File: src/rtl/hazard_stall_ctrl_if.sv
// Hazard controller bundle: pipeline stage fields fed back to the controller
// and the stall/flush/hold controls it returns. The pipeline side is the
// master and the controller is the slave.
interface hazard_stall_ctrl_if;
  logic [4:0] id_rs1;
  logic [4:0] id_rs2;
  logic       id_uses_rs2;
  logic       ex_memread;
  logic [4:0] ex_rd;
  logic       ex_branch_taken;
  logic       mem_req;
  logic       mem_ready;
  logic       pc_write;
  logic       ifid_write;
  logic       ifid_flush;
  logic       idex_flush;
  logic       idex_hold;
  logic       exmem_hold;
  logic       mem_err;
  logic [1:0] state;

  modport master (
    output id_rs1, id_rs2, id_uses_rs2, ex_memread, ex_rd, ex_branch_taken,
           mem_req, mem_ready,
    input  pc_write, ifid_write, ifid_flush, idex_flush, idex_hold, exmem_hold,
           mem_err, state
  );

  modport slave (
    input  id_rs1, id_rs2, id_uses_rs2, ex_memread, ex_rd, ex_branch_taken,
           mem_req, mem_ready,
    output pc_write, ifid_write, ifid_flush, idex_flush, idex_hold, exmem_hold,
           mem_err, state
  );
endinterface

File: src/rtl/hazard_stall_ctrl.sv
// Pipeline hazard sequencer for the IF/ID and ID/EX buffers.
// Handles load-use bubbles, taken-branch flushes and data-memory wait states.
// Priority in every state: memory wait > taken branch > load-use.
// Control outputs are combinational from the state and the current inputs so
// a stall or flush takes effect in the same cycle it is detected.
// Optional build macro HAZARD_PERF_CNT_EN adds stall/flush cycle counters.
module hazard_stall_ctrl #(
  parameter int unsigned LU_BUBBLES   = 1,
  parameter int unsigned FLUSH_CYCLES = 1,
  parameter int unsigned MEM_TIMEOUT  = 255
) (
  input  logic               clk,
  input  logic               reset,
  hazard_stall_ctrl_if.slave hz
`ifdef HAZARD_PERF_CNT_EN
  ,
  output logic [31:0]        stall_cycles,
  output logic [31:0]        flush_cycles
`endif
);

  typedef enum logic [1:0] {
    ST_RUN      = 2'd0,
    ST_LU_STALL = 2'd1,
    ST_BR_FLUSH = 2'd2,
    ST_MEM_WAIT = 2'd3
  } state_t;

  localparam logic [3:0]  LU_INIT = 4'(LU_BUBBLES - 1);
  localparam logic [3:0]  FL_INIT = 4'(FLUSH_CYCLES - 1);
  localparam logic [15:0] TIMEOUT = 16'(MEM_TIMEOUT);

  state_t      state_r, state_nxt_s;
  state_t      ret_state_r, ret_nxt_s;
  logic [3:0]  cnt_r, cnt_nxt_s;
  logic [15:0] wcnt_r, wcnt_nxt_s;
  logic        mem_err_r, err_nxt_s;
  logic        lu_hit_s, mwait_s;
  logic        pc_write_s, ifid_write_s, ifid_flush_s, idex_flush_s;
  logic        idex_hold_s, exmem_hold_s;

  assign lu_hit_s = hz.ex_memread & (hz.ex_rd != 5'd0) &
                    ((hz.ex_rd == hz.id_rs1) | (hz.id_uses_rs2 & (hz.ex_rd == hz.id_rs2)));
  assign mwait_s  = hz.mem_req & ~hz.mem_ready;

  // Next-state decode and raw control outputs for the current state and inputs.
  always_comb begin
    pc_write_s   = 1'b0;
    ifid_write_s = 1'b0;
    ifid_flush_s = 1'b0;
    idex_flush_s = 1'b0;
    idex_hold_s  = 1'b0;
    exmem_hold_s = 1'b0;
    state_nxt_s  = state_r;
    ret_nxt_s    = ret_state_r;
    cnt_nxt_s    = cnt_r;
    wcnt_nxt_s   = wcnt_r;
    err_nxt_s    = mem_err_r;
    case (state_r)
      ST_RUN: begin
        if (mwait_s) begin
          idex_hold_s  = 1'b1;
          exmem_hold_s = 1'b1;
          ret_nxt_s    = ST_RUN;
          wcnt_nxt_s   = 16'd1;
          state_nxt_s  = ST_MEM_WAIT;
        end else if (hz.ex_branch_taken) begin
          pc_write_s   = 1'b1;
          ifid_write_s = 1'b1;
          ifid_flush_s = 1'b1;
          idex_flush_s = 1'b1;
          if (FLUSH_CYCLES > 1) begin
            cnt_nxt_s   = FL_INIT;
            state_nxt_s = ST_BR_FLUSH;
          end else begin
            state_nxt_s = ST_RUN;
          end
        end else if (lu_hit_s) begin
          idex_flush_s = 1'b1;
          if (LU_BUBBLES > 1) begin
            cnt_nxt_s   = LU_INIT;
            state_nxt_s = ST_LU_STALL;
          end else begin
            state_nxt_s = ST_RUN;
          end
        end else begin
          pc_write_s   = 1'b1;
          ifid_write_s = 1'b1;
        end
      end
      ST_LU_STALL, ST_BR_FLUSH: begin
        if (mwait_s) begin
          // Counter stays frozen so the stall/flush resumes where it left off.
          idex_hold_s  = 1'b1;
          exmem_hold_s = 1'b1;
          ret_nxt_s    = state_r;
          wcnt_nxt_s   = 16'd1;
          state_nxt_s  = ST_MEM_WAIT;
        end else begin
          if (state_r == ST_BR_FLUSH) begin
            ifid_write_s = 1'b1;
            ifid_flush_s = 1'b1;
          end else begin
            ifid_flush_s = 1'b0;
          end
          idex_flush_s = 1'b1;
          cnt_nxt_s    = cnt_r - 4'd1;
          if (cnt_r == 4'd1) begin
            state_nxt_s = ST_RUN;
          end else begin
            state_nxt_s = state_r;
          end
        end
      end
      ST_MEM_WAIT: begin
        idex_hold_s  = 1'b1;
        exmem_hold_s = 1'b1;
        wcnt_nxt_s   = wcnt_r + 16'd1;
        if (hz.mem_ready) begin
          state_nxt_s = ret_state_r;
        end else if (wcnt_r == TIMEOUT) begin
          err_nxt_s   = 1'b1;
          state_nxt_s = ret_state_r;
        end else begin
          state_nxt_s = ST_MEM_WAIT;
        end
      end
      default: begin
        state_nxt_s = ST_RUN;
      end
    endcase
  end

  // Drive the controls, forcing a flushed/frozen-PC pipeline while reset is low.
  always_comb begin
    if (!reset) begin
      hz.pc_write   = 1'b0;
      hz.ifid_write = 1'b0;
      hz.ifid_flush = 1'b1;
      hz.idex_flush = 1'b1;
      hz.idex_hold  = 1'b0;
      hz.exmem_hold = 1'b0;
    end else begin
      hz.pc_write   = pc_write_s;
      hz.ifid_write = ifid_write_s;
      hz.ifid_flush = ifid_flush_s;
      hz.idex_flush = idex_flush_s;
      hz.idex_hold  = idex_hold_s;
      hz.exmem_hold = exmem_hold_s;
    end
  end

  assign hz.state   = state_r;
  assign hz.mem_err = mem_err_r;

  // Sequencer state, return state, counters and sticky timeout flag.
  always_ff @(posedge clk) begin
    if (!reset) begin
      state_r     <= ST_RUN;
      ret_state_r <= ST_RUN;
      cnt_r       <= 4'd0;
      wcnt_r      <= 16'd0;
      mem_err_r   <= 1'b0;
    end else begin
      state_r     <= state_nxt_s;
      ret_state_r <= ret_nxt_s;
      cnt_r       <= cnt_nxt_s;
      wcnt_r      <= wcnt_nxt_s;
      mem_err_r   <= err_nxt_s;
    end
  end

`ifdef HAZARD_PERF_CNT_EN
  logic [31:0] stall_cycles_r;
  logic [31:0] flush_cycles_r;

  // Count PC-stalled and IF/ID-flushed cycles outside reset; both wrap.
  always_ff @(posedge clk) begin
    if (!reset) begin
      stall_cycles_r <= 32'd0;
      flush_cycles_r <= 32'd0;
    end else begin
      if (!pc_write_s) begin
        stall_cycles_r <= stall_cycles_r + 32'd1;
      end else begin
        stall_cycles_r <= stall_cycles_r;
      end
      if (ifid_flush_s) begin
        flush_cycles_r <= flush_cycles_r + 32'd1;
      end else begin
        flush_cycles_r <= flush_cycles_r;
      end
    end
  end

  assign stall_cycles = stall_cycles_r;
  assign flush_cycles = flush_cycles_r;
`endif

endmodule
File: src/flat_wrapper.sv
// flat-port wrapper written by rule: the top's interface ports become plain ports
module hazard_stall_ctrl_flat 
#(
  parameter int unsigned LU_BUBBLES   = 1,
  parameter int unsigned FLUSH_CYCLES = 1,
  parameter int unsigned MEM_TIMEOUT  = 255
)
  (clk, reset, hz_id_rs1, hz_id_rs2, hz_id_uses_rs2, hz_ex_memread, hz_ex_rd, hz_ex_branch_taken, hz_mem_req, hz_mem_ready, hz_pc_write, hz_ifid_write, hz_ifid_flush, hz_idex_flush, hz_idex_hold, hz_exmem_hold, hz_mem_err, hz_state);
  hazard_stall_ctrl_if hz_i ();
  input  logic clk;
  input  logic reset;
  input wire logic [$bits(hz_i.id_rs1)-1:0] hz_id_rs1;
  input wire logic [$bits(hz_i.id_rs2)-1:0] hz_id_rs2;
  input wire logic [$bits(hz_i.id_uses_rs2)-1:0] hz_id_uses_rs2;
  input wire logic [$bits(hz_i.ex_memread)-1:0] hz_ex_memread;
  input wire logic [$bits(hz_i.ex_rd)-1:0] hz_ex_rd;
  input wire logic [$bits(hz_i.ex_branch_taken)-1:0] hz_ex_branch_taken;
  input wire logic [$bits(hz_i.mem_req)-1:0] hz_mem_req;
  input wire logic [$bits(hz_i.mem_ready)-1:0] hz_mem_ready;
  output wire logic [$bits(hz_i.pc_write)-1:0] hz_pc_write;
  output wire logic [$bits(hz_i.ifid_write)-1:0] hz_ifid_write;
  output wire logic [$bits(hz_i.ifid_flush)-1:0] hz_ifid_flush;
  output wire logic [$bits(hz_i.idex_flush)-1:0] hz_idex_flush;
  output wire logic [$bits(hz_i.idex_hold)-1:0] hz_idex_hold;
  output wire logic [$bits(hz_i.exmem_hold)-1:0] hz_exmem_hold;
  output wire logic [$bits(hz_i.mem_err)-1:0] hz_mem_err;
  output wire logic [$bits(hz_i.state)-1:0] hz_state;
  assign hz_i.id_rs1 = hz_id_rs1;
  assign hz_i.id_rs2 = hz_id_rs2;
  assign hz_i.id_uses_rs2 = hz_id_uses_rs2;
  assign hz_i.ex_memread = hz_ex_memread;
  assign hz_i.ex_rd = hz_ex_rd;
  assign hz_i.ex_branch_taken = hz_ex_branch_taken;
  assign hz_i.mem_req = hz_mem_req;
  assign hz_i.mem_ready = hz_mem_ready;
  assign hz_pc_write = hz_i.pc_write;
  assign hz_ifid_write = hz_i.ifid_write;
  assign hz_ifid_flush = hz_i.ifid_flush;
  assign hz_idex_flush = hz_i.idex_flush;
  assign hz_idex_hold = hz_i.idex_hold;
  assign hz_exmem_hold = hz_i.exmem_hold;
  assign hz_mem_err = hz_i.mem_err;
  assign hz_state = hz_i.state;
  hazard_stall_ctrl #(.LU_BUBBLES(LU_BUBBLES), .FLUSH_CYCLES(FLUSH_CYCLES), .MEM_TIMEOUT(MEM_TIMEOUT)) u_core (.clk(clk), .reset(reset), .hz(hz_i));
endmodule
File: config.mk
export PLATFORM = sky130hd
export DESIGN_NAME = hazard_stall_ctrl_flat
export DESIGN_NICKNAME = d
export VERILOG_FILES = /design/src/rtl/hazard_stall_ctrl_if.sv /design/src/rtl/hazard_stall_ctrl.sv /design/src/flat_wrapper.sv
export SDC_FILE = /design/constraint.sdc
export NUM_CORES = 1
export LEC_CHECK = 0
export BUFFER_PORTS_ARGS = -buffer_cell sky130_fd_sc_hd__buf_4
export CORE_UTILIZATION = 58
export CTS_CLUSTER_DIAMETER = 120
export DETAILED_ROUTE_END_ITERATION = 7
export GPL_ROUTABILITY_DRIVEN = 0
export PLACE_DENSITY_LB_ADDON = 0.08
export SLEW_MARGIN = 20
export SYNTH_ARGS = -nofsm -noshare
export SYNTH_HDL_FRONTEND = slang
export SYNTH_SLANG_ARGS = --single-unit
File: constraint.sdc
create_clock -name clk -period 3.1 [get_ports clk]
set_input_delay 0.465 -clock clk [delete_from_list [all_inputs] [get_ports clk]]
set_output_delay 0.465 -clock clk [all_outputs]
set_load 0.01 [all_outputs]
==> flow_metrics.py <==
metrics = {
    "logic_synthesis": {
        "synth_warnings": 0,
        "synth_top_cells_by_area": "dfxtp_1 33%, xnor2_1 6.9%, ha_1 6.5%",
        "yosysMostFrequentCell": "dfxtp_1",
        "ys_seq_elements": 25,
        "synth_top_area_frac": 0.3263,
        "seq_area_frac_synth": 0.3263,
        "synth_area_um2": 1534,
        "yosys.area.top_type": "dfxtp_1",
        "synth-edff-count": 0,
        "synth_nets": 213,
        "synth_cell_types": 44,
        "syn_avg_cell_area_um2": 8.382,
        "synth_cells": 183,
        "ys.flop_type": "dfxtp_1",
        "async_reset_ff_frac": 0,
        "yosys-top-cells-count": "25 x dfxtp_1, 23 x nor2_1, 21 x nand2_1, 12 x xnor2_1, 10 x inv_1",
    },
    "floorplanning": {
        "num_rows": 18,
        "die_area_um2": 2854,
        "fp.coreArea_um2": 2477,
        "ios": 31,
        "die_x_um": 53.43,
        "die_y_um": 53.43,
        "initial_utilization": 0.6192,
    },
    "place": {
        "place_hpwl_um": 2593,
        "port_buffers": 30,
        "dp_slack_ps": 813.2,
    },
    "layout": {
        "fill_cells": 204,
        "diodes": 0,
        "syn2layout_area_growth_pct": 17.21,
        "final_nets": 242,
        "drive_gt1_frac": 0.2322,
    },
    "routing": {
        "drt_iter0_drc": 27,
        "via_count": 1352,
        "via_per_inst": 5.610,
        "firstDrtPassIters": 4,
        "drc": 0,
        "ant_nets": 0,
        "post_drt_wl_per_cell_um": 13.39,
        "routed_wl_um": 3227,
    },
    "grt": {
        "grt_pass1_wl_um": 5002,
        "grt_use_total": 0.2407,
        "grt_max_degree": 18,
        "grtUsageMet1": 0.2795,
        "grt_overflow": 0,
        "grtUsageMet2": 0.4542,
        "antenna_found_initial": 0,
        "use_met3": 0.04310,
        "grt_pass1_vias": 1208,
        "grt.busiest_layer": "met2",
    },
    "cts": {
        "cts_max_path_buffers": 2,
        "numCtsBuffers": 3,
        "post_cts_buffers": 0,
        "cts_htree_levels": 1,
        "hold_buffers": 0,
        "cts_tree": "built",
        "cts_resized": 0,
        "clock-sinks": 25,
        "path_clk_slew_ps": 130,
        "root_buffer": "clkbuf_4",
        "clock_latency_ps": 310,
    },
    "run": {
        "maxCapViolations": 0,
    },
    "min_path": {
        "hold_class": "in -> reg",
        "holdPathEnd": "u_core.wcnt_r[3]",
        "min_from": "reset",
        "min_path_cells": 3,
    },
    "power": {
        "power_switching_w": 0.0001824,
        "sw_frac_of_total": 0.2867,
        "ir_worst_vdd_mv": 0.3798,
        "seq_power_share": 0.540,
        "leakage_nw": 0.6901,
        "power_frac_comb": 0.235,
        "pwr-share-clk": 0.225,
        "p_per_area_nw_per_um2": 353.8,
        "internal_power_w": 0.0004538,
    },
    "worst_setup_path": {
        "path_cells": "inv_1, ha_1, and2_1, a21oi_1, nor4b_2, buf_4",
        "reg2reg_from": "u_core.hz.state[1]",
        "cp_slowest_cell": "dfxtp_1",
        "reg2reg_slack_ps": 870,
        "end_kind": "primary output",
        "worstPathRequired_ps": 2630,
        "max_stage_delay_ps": 450,
        "arrival_ps": 2140,
        "start_kind": "flop",
        "crit_path_max_fanout": 12,
        "r2r-end": "u_core.wcnt_r[15]",
        "ff2ff_path_depth": 6,
        "crit_start": "u_core.hz.state[1]",
        "crit_type": "reg -> out",
    },
    "sta": {
        "fmax_ghz": 0.3837,
        "rsz0062_at_grt": "false",
        "relSlewSlack": 0.6528,
        "worstMarginPinSlew_ps": 520.9,
        "setup_ws_ps": 493.7,
        "finClkSkew_ps": 1.978,
        "setup-violations-final": 0,
        "hold_violations": 0,
        "finalCritPeriodShare": 0.8407,
        "fin_setup_tns_ps": 0,
        "post-route-min-period_ps": 2606,
        "drv_slew": 0,
    },
    "status": {
        "outcome": "completed",
    },
}
## cells in the final DEF (no fill, tap or decap), types with 2 or more instances in the layout
cell type  instances
a211oi_1           3
mux2_2             4
nand4_1            5
mux2_1             2
inv_1             10
nor3_1             2
a21oi_1            8
and2_1             2
buf_4             31
clkbuf_4           3
nor2b_1            2
or3_1              5
nor2_1            23
xnor2_1           12
ha_1               8
xor2_1             4
dfxtp_1           25
nor3_2             2
nand2b_1           2
o21ai_2            2
o211ai_1           3
mux2i_1            4
nand2_1           21
o21ai_1            3
nand3_1            7
## metal layers
metal  vias up  share of wire  routed length, um
met5         -              0                  0
met4         0         0.0046                 15
met3         2          0.045                144
met2        32           0.51               1633
li1        683              -                  -
met1       635           0.44               1434
## cell families (layout without fill, tap and decap cells)
kind of cell	count (synthesis)	count (layout)	synth area share
AOI/OAI and AO/OA	25	25	0.1036
xor gates and xnor gates	16	16	0.09135
adders and majority gates	8	8	0.06526
buffers and inverters	17	45	0.04812
DFF	25	25	0.3263
muxes	10	10	0.07014
and+or+nand+nor	82	82	0.2953
## power by group through the flow
stage / combinational [W] / sequential, W / clock (W)
floorplan: 0.0000920 / 0.000350 / 0
global placement: 0.000142 / 0.000350 / 0
detailed placement: 0.000149 / 0.000351 / 0
CTS: 0.000150 / 0.000343 / 0.000150
global route: 0.000164 / 0.000345 / 0.000161
finish: 0.000149 / 0.000343 / 0.000143
## sequential cells by signal (all words and copies together) (netlist names)
name                flops
u_core.hz.state         2
u_core.hz.mem_err       1
u_core.cnt_r            4
u_core.wcnt_r          16
u_core.ret_state_r      2
## critical path: cells and delay by family (launching register included)
family | cells | cell delay, ps
DFF | 1 | 450
and+or+nand+nor | 2 | 680
AOI/OAI and AO/OA | 1 | 170
buffers and inverters | 2 | 260
adders and majority gates | 1 | 270
## through the flow
stage               cell area [um2]  cells  hold WS [ps]  power [W]  utilization
finish                         1798    241         479.1  0.0006362       0.7258
global route                   1798    241         479.1  0.0006702       0.7258
CTS                            1798    241         467.9  0.0006427       0.7258
detailed placement             1768    237         472.0  0.0004994       0.7136
global placement               1768    237         479.7  0.0004917       0.7136
floorplan                      1534    183         460.8  0.0004415            -
## cell type report
cell class                      instances  area (um2)  share of cell area
Clock buffer                            3       22.52             0.01253
Tap cell                               30       37.54             0.02088
Clock inverter                          1       7.507            0.004175
Inverter                               10       37.54             0.02088
Sequential cell                        25       500.5              0.2784
Multi-Input combinational cell        141       959.7              0.5338
Timing Repair Buffer                   31       232.7              0.1294
## worst max-delay path by stage
stage | endpoint | cells after the start | slack (ps)
5_1_grt | hz_ifid_write | 7 | 340
4_1_cts | hz_ifid_write | 6 | 500
6_report | hz_ifid_write | 6 | 490
3_3_place_gp | hz_idex_flush | 7 | 840
3_5_place_dp | hz_idex_flush | 7 | 810
2_1_floorplan | hz_ifid_write | 6 | 1070
No activity file was read; power rests on OpenSTA's default activity.
